$ cat src/rtl/fifo_pkg.sv
// Shared definitions for the FIFO stream reader: FSM encoding, holding-buffer depth
// and the pop-issue room check.
package fifo_pkg;

    typedef enum logic [1:0] {
        ST_IDLE  = 2'd0,
        ST_RUN   = 2'd1,
        ST_DRAIN = 2'd2
    } reader_state_t;

    localparam int unsigned HOLD_DEPTH = 2;
    localparam int unsigned OCC_WIDTH  = $clog2(HOLD_DEPTH + 1);

    // Words already committed to the holding buffer (held + in flight - leaving now)
    // must leave space for one more pop.
    function automatic logic has_room(
        input logic [OCC_WIDTH-1:0] occupancy,
        input logic                 pending,
        input logic                 pop
    );
        logic [OCC_WIDTH:0] committed;
        committed = {1'b0, occupancy}
                  + {{OCC_WIDTH{1'b0}}, pending}
                  - {{OCC_WIDTH{1'b0}}, pop};
        return committed < (OCC_WIDTH + 1)'(HOLD_DEPTH);
    endfunction

endpackage

$ cat src/rtl/fifo_skid_buffer.sv
// Two-entry holding buffer: an output register plus a skid register behind it,
// presenting a registered valid/ready stream and strict FIFO ordering.
module fifo_skid_buffer
    import fifo_pkg::*;
#(
    parameter int DATA_WIDTH = 8
) (
    input  logic                  clk,
    input  logic                  reset_n,
    input  logic                  push,
    input  logic [DATA_WIDTH-1:0] push_data,
    input  logic                  ready,
    output logic                  valid,
    output logic [DATA_WIDTH-1:0] data,
    output logic [OCC_WIDTH-1:0]  occupancy
);

    logic                  out_valid, out_valid_next;
    logic [DATA_WIDTH-1:0] out_data, out_data_next;
    logic                  skid_valid, skid_valid_next;
    logic [DATA_WIDTH-1:0] skid_data, skid_data_next;
    logic                  pop;

    assign pop = out_valid & ready;

    always_comb begin
        out_valid_next  = out_valid;
        out_data_next   = out_data;
        skid_valid_next = skid_valid;
        skid_data_next  = skid_data;

        if (pop) begin
            if (skid_valid) begin
                out_data_next   = skid_data;
                skid_valid_next = 1'b0;
            end else begin
                out_valid_next = 1'b0;
            end
        end

        // The incoming word lands behind whatever survives this cycle's pop.
        if (push) begin
            if (!out_valid_next) begin
                out_valid_next = 1'b1;
                out_data_next  = push_data;
            end else begin
                skid_valid_next = 1'b1;
                skid_data_next  = push_data;
            end
        end
    end

    always_ff @(posedge clk) begin
        if (!reset_n) begin
            out_valid  <= 1'b0;
            out_data   <= '0;
            skid_valid <= 1'b0;
            skid_data  <= '0;
        end else begin
            out_valid  <= out_valid_next;
            out_data   <= out_data_next;
            skid_valid <= skid_valid_next;
            skid_data  <= skid_data_next;
        end
    end

    assign valid     = out_valid;
    assign data      = out_data;
    assign occupancy = OCC_WIDTH'(out_valid) + OCC_WIDTH'(skid_valid);

endmodule

$ cat src/rtl/fifo_stream_reader.sv
// Pops a registered-output FIFO and re-presents its words as a valid/ready stream.
//   state | meaning
//   IDLE  | no reads issued; waiting for enable
//   RUN   | popping the FIFO whenever the holding buffer has room
//   DRAIN | enable dropped; finishing the in-flight and held words
module fifo_stream_reader
    import fifo_pkg::*;
#(
    parameter int FIFO_DATA_WIDTH = 8,
    parameter int COUNT_WIDTH     = 16
) (
    input  logic                       clk,
    input  logic                       reset_n,
    input  logic                       enable,
    input  logic                       fifo_empty,
    output logic                       fifo_read,
    input  logic [FIFO_DATA_WIDTH-1:0] fifo_read_data,
    output logic                       m_valid,
    input  logic                       m_ready,
    output logic [FIFO_DATA_WIDTH-1:0] m_data,
    output logic                       busy,
    output logic [COUNT_WIDTH-1:0]     word_count
);

    reader_state_t          state, state_next;
    logic                   pending;
    logic                   pop;
    logic [OCC_WIDTH-1:0]   occupancy;

    assign pop = m_valid & m_ready;

    always_ff @(posedge clk) begin
        if (!reset_n) begin
            state <= ST_IDLE;
        end else begin
            state <= state_next;
        end
    end

    always_comb begin
        state_next = state;
        unique case (state)
            ST_IDLE: begin
                if (enable) state_next = ST_RUN;
            end
            ST_RUN: begin
                if (!enable) state_next = ST_DRAIN;
            end
            ST_DRAIN: begin
                if (enable) begin
                    state_next = ST_RUN;
                end else if (!pending && (occupancy == '0)) begin
                    state_next = ST_IDLE;
                end
            end
            default: state_next = ST_IDLE;
        endcase
    end

    // Gated by reset_n so no pop escapes while the block is held in reset.
    always_comb begin
        fifo_read = reset_n
                  & (state == ST_RUN)
                  & enable
                  & ~fifo_empty
                  & has_room(occupancy, pending, pop);
    end

    always_ff @(posedge clk) begin
        if (!reset_n) begin
            pending    <= 1'b0;
            word_count <= '0;
        end else begin
            pending <= fifo_read;
            if (pop) word_count <= word_count + COUNT_WIDTH'(1);
        end
    end

    fifo_skid_buffer #(
        .DATA_WIDTH (FIFO_DATA_WIDTH)
    ) u_hold (
        .clk       (clk),
        .reset_n   (reset_n),
        .push      (pending),
        .push_data (fifo_read_data),
        .ready     (m_ready),
        .valid     (m_valid),
        .data      (m_data),
        .occupancy (occupancy)
    );

    assign busy = pending | (occupancy != '0);

endmodule

$ cat config.mk
export PLATFORM = sky130hd
export DESIGN_NAME = fifo_stream_reader
export DESIGN_NICKNAME = d
export VERILOG_FILES = /design/src/rtl/fifo_pkg.sv /design/src/rtl/fifo_skid_buffer.sv /design/src/rtl/fifo_stream_reader.sv
export SDC_FILE = /design/constraint.sdc
export NUM_CORES = 1
export LEC_CHECK = 0
export ABC_AREA = 1
export BUFFER_PORTS_ARGS = -buffer_cell sky130_fd_sc_hd__buf_2
export CAP_MARGIN = 20
export CORE_AREA = 2 2 76 49
export CTS_BUF_LIST = sky130_fd_sc_hd__clkbuf_2
export DETAILED_ROUTE_END_ITERATION = 7
export DIE_AREA = 0 0 78 51
export GPL_ROUTABILITY_DRIVEN = 0
export PLACE_DENSITY = 0.86
export SKIP_LAST_GASP = 1
export SLEW_MARGIN = 10
export SYNTH_ARGS = -nofsm -noshare
export SYNTH_HDL_FRONTEND = slang
export SYNTH_SLANG_ARGS = --single-unit
export TNS_END_PERCENT = 30
$ cat constraint.sdc
create_clock -name clk -period 2.5 [get_ports clk]
set_clock_uncertainty 0.05 [all_clocks]
set_input_delay 0.25 -clock clk [delete_from_list [all_inputs] [get_ports clk]]
set_output_delay 0.25 -clock clk [all_outputs]
set_load 0.005 [all_outputs]
==> results by group, run 1 <==
STA
  • Final TNS setup: 0 ns
  • Final Slew Violations: 0
  • Unrepaired setup endpoints after global routing: yes
  • Post-route clock period utilization: 0.9421
  • Final min period: between 2 and 2.5 ns
  • Worst-Margin Slew: approximately 0.55 ns
  • Final setup fails: 0
  • F_max: 424.6 MHz
  • Slew margin rel.: 0.6332
  • Final Hold Vio Count: 0

Global routing
  • GRT Total Usage: 0.2054
  • First-pass GRT wire length: 6.334 mm
  • Initial antenna violation count: 0
  • Vias in the first global route: ~1400
  • Global route overflow: 0
  • Largest net degree at the start of global routing: 21

Clock network
  • H-Tree Level Count: 2
  • CTS buffer count: 5
  • Worst skew pair latency: approximately 0.4 ns
  • Root Driver: clkbuf_2
  • Clock sink total: 37
  • CTS tree: yes
  • Clock-pin slew on the worst setup and hold paths: roughly 0.19 ns
  • CTS max path bufs: 2

Logic synthesis
  • Synth async-reset ratio: 0
  • Synth Cell Area: 1717 um2
  • Most frequent cell after synthesis: nand2_1
  • Yosys top cell area share: 0.4315
  • Leading area contributor after synthesis: dfxtp_1
  • Cells after Synth: 239
  • Post-synth top flop: dfxtp_1
  • Synth unique cells: 25
  • Post-synthesis sequential area ratio: 0.4315
  • Ys Warns: 0
  • FF+latch count, synth: 37
  • Top cells by count, synth: 41 x nand2_1, 37 x dfxtp_1, 33 x inv_1
  • Largest cells by area after synthesis: dfxtp_1 43%, o21ai_0 9.3%, nand2_1 9.0%
  • EDFF count, synth: 0
  • Net count after synthesis: 256
  • Syn avg cell area: around 7.2 um2

Setup path
  • CP Capture Type: output pin
  • CP Data Required Time: 2.20 ns
  • CP Launch Type: register
  • R2r setup slk: 0.57 ns
  • Number of cells on the worst reg-to-reg path: 7
  • Critical path type: register to output pin
  • Crit path capture: fifo_read
  • Worst Setup SP: u_hold.valid
  • CP arrival: around 2.1 ns
  • R2r endpoint: u_hold.skid_data[5]
  • R2R Path Start: u_hold.valid
  • Crit Path Max Fanout: 10

Floorplanning
  • Initial Utilization: 0.5044
  • Die area: 3978 um2
  • Die Y-Extent: between 50 and 60 um
  • Core ar.: 3403 um2
  • Die Width: a little under 80 um
  • Num rows: 17
  • Io pins: 40

Layout
  • Syn-to-layout area delta: 22.01%
  • Final core utilization: 0.6154
  • Antenna fix cells: 0
  • Layout cells sized above 1: 0.2281
  • Nets: 301
  • Non-Filler Instances: 332
  • Fillers: 335

Power and ir drop
  • Reg power frac: 0.582
  • Leakage power: about 0.90 nW
  • Internal power: approximately 0.78 mW
  • NetSw: 0.2452 mW
  • Gate power share: 0.051
  • Power Density: 491.2 nW/um2
  • Clk pwr share: 0.367
  • VDD IR max: 0.3221 mV
  • Switching part of the total: 0.2383

Routing
  • Drt pass-1 iters: 4
  • Wire per inst: 11.67 um
  • Final ANT Viol Nets: 0
  • Via Count: 1672
  • Vias per std cell: 5.036
  • Final wirelength: 3.875 mm
  • Drc violations: 0
  • DRT iter0 DRCs: ~120

Place
  • DP Cell Count: 321
  • Post-DP HPWL: 2.713 mm
  • Port-buffer cells: 39

Job
  • Max_cap viols: 0

Status
  • Status: complete, no violations

Min path
  • Min-delay worst type: primary input to register
-- layout by cell type (no fill, tap or decap), drive strengths merged --
| cell type | count |
|---|---|
| a211oi | 1 |
| a21oi | 29 |
| buf | 42 |
| bufinv | 1 |
| clkbuf | 5 |
| clkinv | 1 |
| clkinvlp | 1 |
| dfxtp | 37 |
| dlygate4sd3 | 2 |
| ha | 4 |
| inv | 33 |
| nand2 | 43 |
| nand3 | 12 |
| nand3b | 1 |
| nand4 | 2 |
| nor2 | 30 |
| nor3 | 5 |
| nor4 | 2 |
| o21ai | 32 |
| xor2 | 2 |
-- state kept, by name, indices dropped and copies added, names as in the netlist --
name,cells
u_hold.skid_valid,1
pending,1
u_hold.valid,1
u_hold.skid_data,8
state,2
u_hold.data,8
word_count,16
-- cell families (layout without fill, tap and decap cells) --
logic type,after synthesis,count (layout),synth area share
AOI/OAI and AO/OA,62,62,0.1822
xor gates and xnor gates,2,2,0.01021
adders and majority gates,4,4,0.02916
buffers and inverters,39,85,0.09474
DFF,37,37,0.4315
and+or+nand+nor,95,95,0.2522
-- metrics by stage --
step           power (mW)  area [um2]  setup slack [ns]  hold slack (ns)
6_report            1.029        2095            0.1447          0.09652
5_1_grt             1.068        2095          -0.04934          0.05481
4_1_cts             1.029        2034           0.02002          0.07123
3_5_place_dp       0.6580        1947            0.4140           0.3789
3_3_place_gp       0.6566        1947            0.4939           0.3664
2_1_floorplan      0.6359        1717            0.4878           0.2768
-- routing by layer --
layer,up-vias,GRT usage,share of wire
met5,-,0,0
met3,5,0.06007,0.059
li1,870,-,-
met4,0,0.07602,0.0085
met1,749,0.2821,0.49
met2,48,0.3075,0.44
-- critical path, stage by stage, from the launching register on --
cell and delay (ns):
dfxtp_2 0.37, buf_4 0.17, nand2_8 0.11, nor2_4 0.16, inv_2 0.05, a21oi_2 0.15, ha_1 0.26, nor4_2 0.26
buf_2 0.15
-- cell type report --
type | count | area [um2] | share of cell area
sequential | 37 | 743.2 | 0.3548
clock inverter | 3 | 41.29 | 0.01971
inverter | 33 | 126.4 | 0.06033
timing repair buffer | 44 | 237.7 | 0.1135
multi-input combinational | 163 | 862.1 | 0.4116
clock buffer | 5 | 25.02 | 0.01195
tap | 47 | 58.81 | 0.02808
-- power groups by stage --
stage | Sequential, mW | Clock [mW] | Combinational (mW)
global placement | 0.610 | 0 | 0.0465
detailed placement | 0.610 | 0 | 0.0476
CTS | 0.599 | 0.380 | 0.0503
global route | 0.600 | 0.408 | 0.0609
finish | 0.599 | 0.377 | 0.0530
floorplan | 0.611 | 0 | 0.0251
-- how the worst min path moves through the flow --
stage | endpoint | slack, ns | cells past startpoint | from
after global placement | state[0] | 0.37 | 1 | state[1]
after detailed placement | state[0] | 0.38 | 1 | state[1]
after CTS | u_hold.skid_data[0] | 0.07 | 3 | fifo_read_data[0]
after floorplan | state[1] | 0.28 | 1 | enable
after global routing | u_hold.skid_data[7] | 0.05 | 3 | fifo_read_data[7]
final | u_hold.skid_data[0] | 0.1 | 3 | fifo_read_data[0]
-- what timing repair did --
item | in CTS | in global routing
hold buffers | 2 | 0
gates cloned | 0 | 0
pin swaps | 0 | 4
setup buffers | 0 | 1
gates resized for setup | 2 | 11
setup endpoints to repair | 1 | 1
endpoints found under the hold margin | 2 | 0
(Power assumes the default switching activity.)
==> run 2, diff against run 1 <==
Settings changed: CORE_AREA 2 2 76 49 to 2 2 80 51, DIE_AREA 0 0 78 51 to 0 0 82 53, PLACE_DENSITY 0.86 to 0.87, SYNTH_HIERARCHICAL set to 1.
==> run 2 against run 1 <==
Compared with the run above: largest cell class unchanged; count of clock-buffer cells in the layout did not move; the run now ends with negative setup slack left; routed wire length rose by 20%; cell area rose by 13%; fmax fell by 13%; global-route usage rose by 4.2 points; non-clock buffer count rose by 7; area after synthesis rose by 14%; power fell by 9.6%.
==> results by group, run 2 <==
Status
  • Status: finished with violations
  • Failing checks: negative setup slack

Floorplanning
  • Die Width: 82 um
  • Die area: 4346 um2
  • Num rows: 17
  • Die Y-Extent: 53 um
  • Io pins: 40
  • Initial Utilization: 0.5483
  • Core ar.: 3573 um2

Clock network
  • H-Tree Level Count: 2
  • Worst skew pair latency: 0.40 ns
  • Clock-pin slew on the worst setup and hold paths: 0.19 ns
  • Root Driver: clkbuf_2
  • CTS buffer count: 5
  • CTS max path bufs: 2
  • Clock sink total: 37
  • CTS tree: yes

Layout
  • Leading cell types in the layout, fill and taps excluded: 80 x nand2_1, 49 x nor2_1, 39 x inv_1, 39 x buf_2, 35 x dfxtp_1
  • Commonest non-fill, non-tap cell in the layout: nand2_1
  • Layout cells sized above 1: 0.2281
  • Antenna fix cells: 0
  • Max reg flops: 16
  • Nets: 359
  • Final core utilization: 0.6618
  • Post-route cell area: 2365 um2
  • Syn-to-layout area delta: 20.69%
  • Biggest register: word_count

Logic synthesis
  • FF+latch count, synth: 37
  • Synth Cell Area: 1959 um2
  • Cells after Synth: 290
  • Largest cells by area after synthesis: dfxtp_1 38%, nand2_1 16%, nor2_1 9.4%
  • Synth unique cells: 30
  • EDFF count, synth: 0
  • Post-synthesis sequential area ratio: 0.3780
  • Top cells by count, synth: 81 x nand2_1, 49 x nor2_1, 41 x inv_1
  • Ys Warns: 6
  • Most frequent cell after synthesis: nand2_1
  • Net count after synthesis: 308
  • Post-synth top flop: dfxtp_1
  • Syn avg cell area: between 6 and 7 um2
  • Leading area contributor after synthesis: dfxtp_1
  • Synth async-reset ratio: 0
  • Yosys top cell area share: 0.3780

Setup path
  • R2r setup slk: 0.36 ns
  • R2R Path Start: u_hold/valid
  • CP Capture Type: output pin
  • CP Data Required Time: 2.20 ns
  • Cell mode on critical path: ha_4
  • R2r endpoint: pending
  • Delay-heaviest family, CP: adder cells
  • CP Launch Type: register
  • Critical path type: register to output pin
  • Crit path largest cell delay: 0.51 ns
  • CP cell instances: ha_4, inv_4, ha_4, inv_2, nand2_2, fa_1, nand3_2, nor4_2, buf_2
  • Crit-path slowest cell: fa_1
  • Number of cells on the worst reg-to-reg path: 9
  • Crit Path Max Fanout: 2
  • CP bufs+invs: 3
  • CP arrival: 2.41 ns

Global routing
  • Vias in the first global route: 1656
  • GRT Total Usage: 0.2473
  • First-pass GRT wire length: 7.900 mm
  • Global route overflow: 0
  • Initial antenna violation count: 0
  • Largest net degree at the start of global routing: 31

Power and ir drop
  • Pwr Total: 0.9300 mW
  • Power Density: 393.3 nW/um2
  • Leakage power: about 1.1 nW
  • VDD IR max: 0.2410 mV

STA
  • Final min period: 2.707 ns
  • F_max: 369.4 MHz
  • Unrepaired setup endpoints after global routing: yes
  • Slew margin rel.: 0.7689
  • Setup slack after layout: -0.2074 ns
  • Worst-Margin Slew: 0.3440 ns
  • Final Hold Vio Count: 0
  • Post-route clock period utilization: 1.083
  • Final Slew Violations: 0
  • Final setup fails: 1

Routing
  • Drt pass-1 iters: 4
  • Drc violations: 0
  • Via Count: ~1900
  • Final wirelength: 4.647 mm
  • Final ANT Viol Nets: 0
  • DRT iter0 DRCs: 113
  • Vias per std cell: 4.923
  • Wire per inst: 11.95 um

Min path
  • Min-delay worst type: primary input to register
  • Hold Path End: u_hold/skid_data[4]
  • Min-delay src: fifo_read_data[4]
  • Hold Crit Depth: 3

Place
  • Place WS: ~0.15 ns
  • DP Area: approximately 2200 um2
  • Port-buffer cells: 39
  • Post-DP HPWL: 3.302 mm

Job
  • Max_cap viols: 0
==> run 2: cells by family after synthesis <==
kind of cell    synth area share
compound gates           0.06897
xor+xnor                0.004471
fa+ha+maj                0.03576
buf+inv                   0.1034
flops                     0.3780
simple gates              0.4093
==> run 2: area by class of cell <==
cell class | instances | area [um2]
multi-input combinational | 204 | 1055
timing repair buffer | 51 | 307.8
inverter | 42 | 160.2
tap | 47 | 58.81
clock inverter | 3 | 12.51
clock buffer | 5 | 25.02
sequential | 37 | 745.7
fill | 308 | 1209
==> run 2: stage by stage <==
step	instances	TNS [ns]	hold slack (ns)
2_1_floorplan	290	0	0.2785
3_3_place_gp	376	0	0.3946
3_5_place_dp	376	0	0.4026
4_1_cts	386	-0.2806	0.00001163
5_1_grt	389	-0.3062	0.008526
6_report	389	-0.2074	0.02275
==> run 2: layer usage <==
| layer | track usage | part of all wire | wire length [um] |
|---|---|---|---|
| met1 | 0.3344 | 0.47 | 2207 |
| met2 | 0.3902 | 0.45 | 2112 |
| met3 | 0.05119 | 0.055 | 257 |
| met4 | 0.09167 | 0.015 | 69 |
| met5 | 0 | 0 | 0 |
==> run 2: worst max path at each step <==
stage / from / end / slack (ns) / cells past startpoint
floorplan: u_hold/valid / fifo_read / 0.21 / 8
global placement: u_hold/valid / fifo_read / 0.19 / 10
detailed placement: u_hold/valid / fifo_read / 0.15 / 9
CTS: u_hold/valid / fifo_read / -0.28 / 9
global route: u_hold/valid / fifo_read / -0.31 / 9
finish: u_hold/valid / fifo_read / -0.21 / 9
==> run 2: repair_timing <==
item,in CTS,in global routing
hold buffers,1,3
gates resized for setup,12,2
buffers inserted,1,0
pin swaps,5,5
endpoints found under the hold margin,1,3
setup endpoints to repair,1,1
==> run 2: report_power, final <==
group          leakage [nW]  internal (mW)  switching, mW
Sequential            0.300          0.595        0.00296
Clock                0.0278         0.0611          0.199
Combinational         0.814         0.0326         0.0400
==> run 2: worst min-delay path: stages <==
cell and delay [ns]:
buf_2 0.08, nor2_1 0.04, nor2_1 0.08
==> run 3, diff against run 2 <==
Settings changed: SKIP_CTS_REPAIR_TIMING set to 1.
==> run 3 against run 2 <==
Compared with the run above: the run still ends with negative setup slack left; non-clock buffer count is the same; die area is the same; fmax shrank 3.8%; combinational power grew 1%; highest routed layer unchanged; critical endpoint unchanged; core utilization grew 0.10 points; cell area grew 0.16%.
==> results by group, run 3 (synthesis gave the netlist of run 2 again) <==
STA
  • Final TNS setup: -0.3142 ns
  • Final setup fails: 1
  • Final Slew Violations: 0
  • Setup slack after layout: -0.3142 ns
  • Slew margin rel.: 0.7783
  • Final min period: 2.814 ns
  • Final Hold Vio Count: 0
  • Worst-Margin Slew: 0.3314 ns
  • Unrepaired setup endpoints after global routing: yes
  • Post-route clock period utilization: 1.126
  • F_max: 355.3 MHz
  • WHS: 0.009100 ns

Global routing
  • First-pass GRT wire length: 7.617 mm
  • Initial antenna violation count: 0
  • Largest net degree at the start of global routing: 31
  • Global route overflow: 0
  • Vias in the first global route: about 1700
  • GRT Total Usage: 0.2373

Setup path
  • CP Data Required Time: 2.20 ns
  • R2R Path Start: u_hold/valid
  • CP Capture Type: output pin
  • CP arrival: 2.51 ns
  • CP Launch Type: register
  • Number of cells on the worst reg-to-reg path: 9
  • Critical path type: register to output pin
  • Crit Path Max Fanout: 2
  • R2r setup slk: about 0.26 ns
  • R2r endpoint: pending

Clock network
  • CTS max path bufs: 2
  • CTS tree: yes
  • Root Driver: clkbuf_2
  • H-Tree Level Count: 2
  • Clock sink total: 37
  • CTS buffer count: 5
  • Clock-pin slew on the worst setup and hold paths: 0.19 ns
  • Worst skew pair latency: about 0.4 ns

Floorplanning
  • Die area: 4346 um2
  • Die Width: 82 um
  • Die Y-Extent: 53 um
  • Io pins: 40
  • Core ar.: 3573 um2
  • Num rows: 17
  • Initial Utilization: 0.5483

Routing
  • Drc violations: 0
  • Final wirelength: 4.603 mm
  • Drt pass-1 iters: 5
  • Final ANT Viol Nets: 0
  • DRT iter0 DRCs: 136
  • Vias per std cell: 4.972
  • Wire per inst: 11.83 um
  • Via Count: 1934

Power and ir drop
  • Internal power: 0.6885 mW
  • Pwr Total: slightly above 0.9 mW
  • NetSw: 0.2469 mW
  • Reg power frac: 0.639
  • Leakage power: 1.142 nW
  • Clk pwr share: 0.283
  • Switching part of the total: 0.2640
  • Gate power share: 0.079
  • VDD IR max: between 0.2 and 0.25 mV
  • Power Density: ~390 nW/um2

Min path
  • Min-delay src: fifo_read_data[4]
  • Min-delay worst type: primary input to register
  • Hold Path End: u_hold/skid_data[4]
  • Hold Crit Depth: 3

Layout
  • Leading cell types in the layout, fill and taps excluded: 80 x nand2_1, 49 x nor2_1, 39 x inv_1, 39 x buf_2, 35 x dfxtp_1
  • Antenna fix cells: 0
  • Fillers: between 300 and 400
  • Non-Filler Instances: 389
  • Max reg flops: 16
  • Biggest register: word_count
  • Syn-to-layout area delta: 20.88%
  • FF+latch area: 745.7 um2
  • Layout cells sized above 1: 0.2281
  • Nets: 359
  • Commonest non-fill, non-tap cell in the layout: nand2_1
  • Area of the multi-input gates: 1064 um2

Place
  • Place WS: 0.1509 ns
  • Post-DP HPWL: 3.302 mm
  • DP Cell Count: 376
  • Port-buffer cells: 39

Status
  • Failing checks: negative setup slack
  • Status: finished with violations

Job
  • Max_cap viols: 0
## run 3: worst max-delay path by stage
stage	start	end	slack [ns]
finish	u_hold/valid	fifo_read	-0.31
global route	u_hold/valid	fifo_read	-0.43
CTS	u_hold/valid	fifo_read	-0.32
detailed placement	u_hold/valid	fifo_read	0.15
global placement	u_hold/valid	fifo_read	0.19
floorplan	u_hold/valid	fifo_read	0.21
## run 3: power by group through the flow
stage / Sequential, mW / Combinational [mW] / Clock, mW
after floorplan: 0.611 / 0.0361 / 0
after global placement: 0.610 / 0.0614 / 0
after detailed placement: 0.610 / 0.0628 / 0
after CTS: 0.598 / 0.0631 / 0.272
after global routing: 0.599 / 0.0822 / 0.299
final: 0.597 / 0.0735 / 0.264
## run 3: critical path: stages, from the launching register on
cell	delay (ns)
dfxtp_4	0.39
ha_4	0.28
inv_4	0.04
ha_4	0.22
inv_2	0.05
nand2_2	0.06
fa_1	0.54
nand3_2	0.11
nor4_4	0.28
buf_2	0.15
## run 3: final cells by class
cell class	count	area share
Clock buffer	5	0.01057
Clock inverter	3	0.005283
Inverter	42	0.06762
Multi-Input combinational cell	204	0.4490
Sequential cell	37	0.3148
Tap cell	47	0.02483
Timing Repair Buffer	51	0.1278
## run 3: metal layers
layer  up-vias  GRT usage  part of all wire
met5         -          0                 0
met4         0     0.1194             0.021
met3        11    0.05290             0.073
met2        69     0.3509              0.44
met1       852     0.3249              0.46
li1       1002          -                 -
## run 3: per-stage QoR
stage	cell area (um2)	util
after floorplan	1959	-
after global placement	2221	0.6215
after detailed placement	2221	0.6215
after CTS	2258	0.6320
after global routing	2369	0.6628
final	2369	0.6628
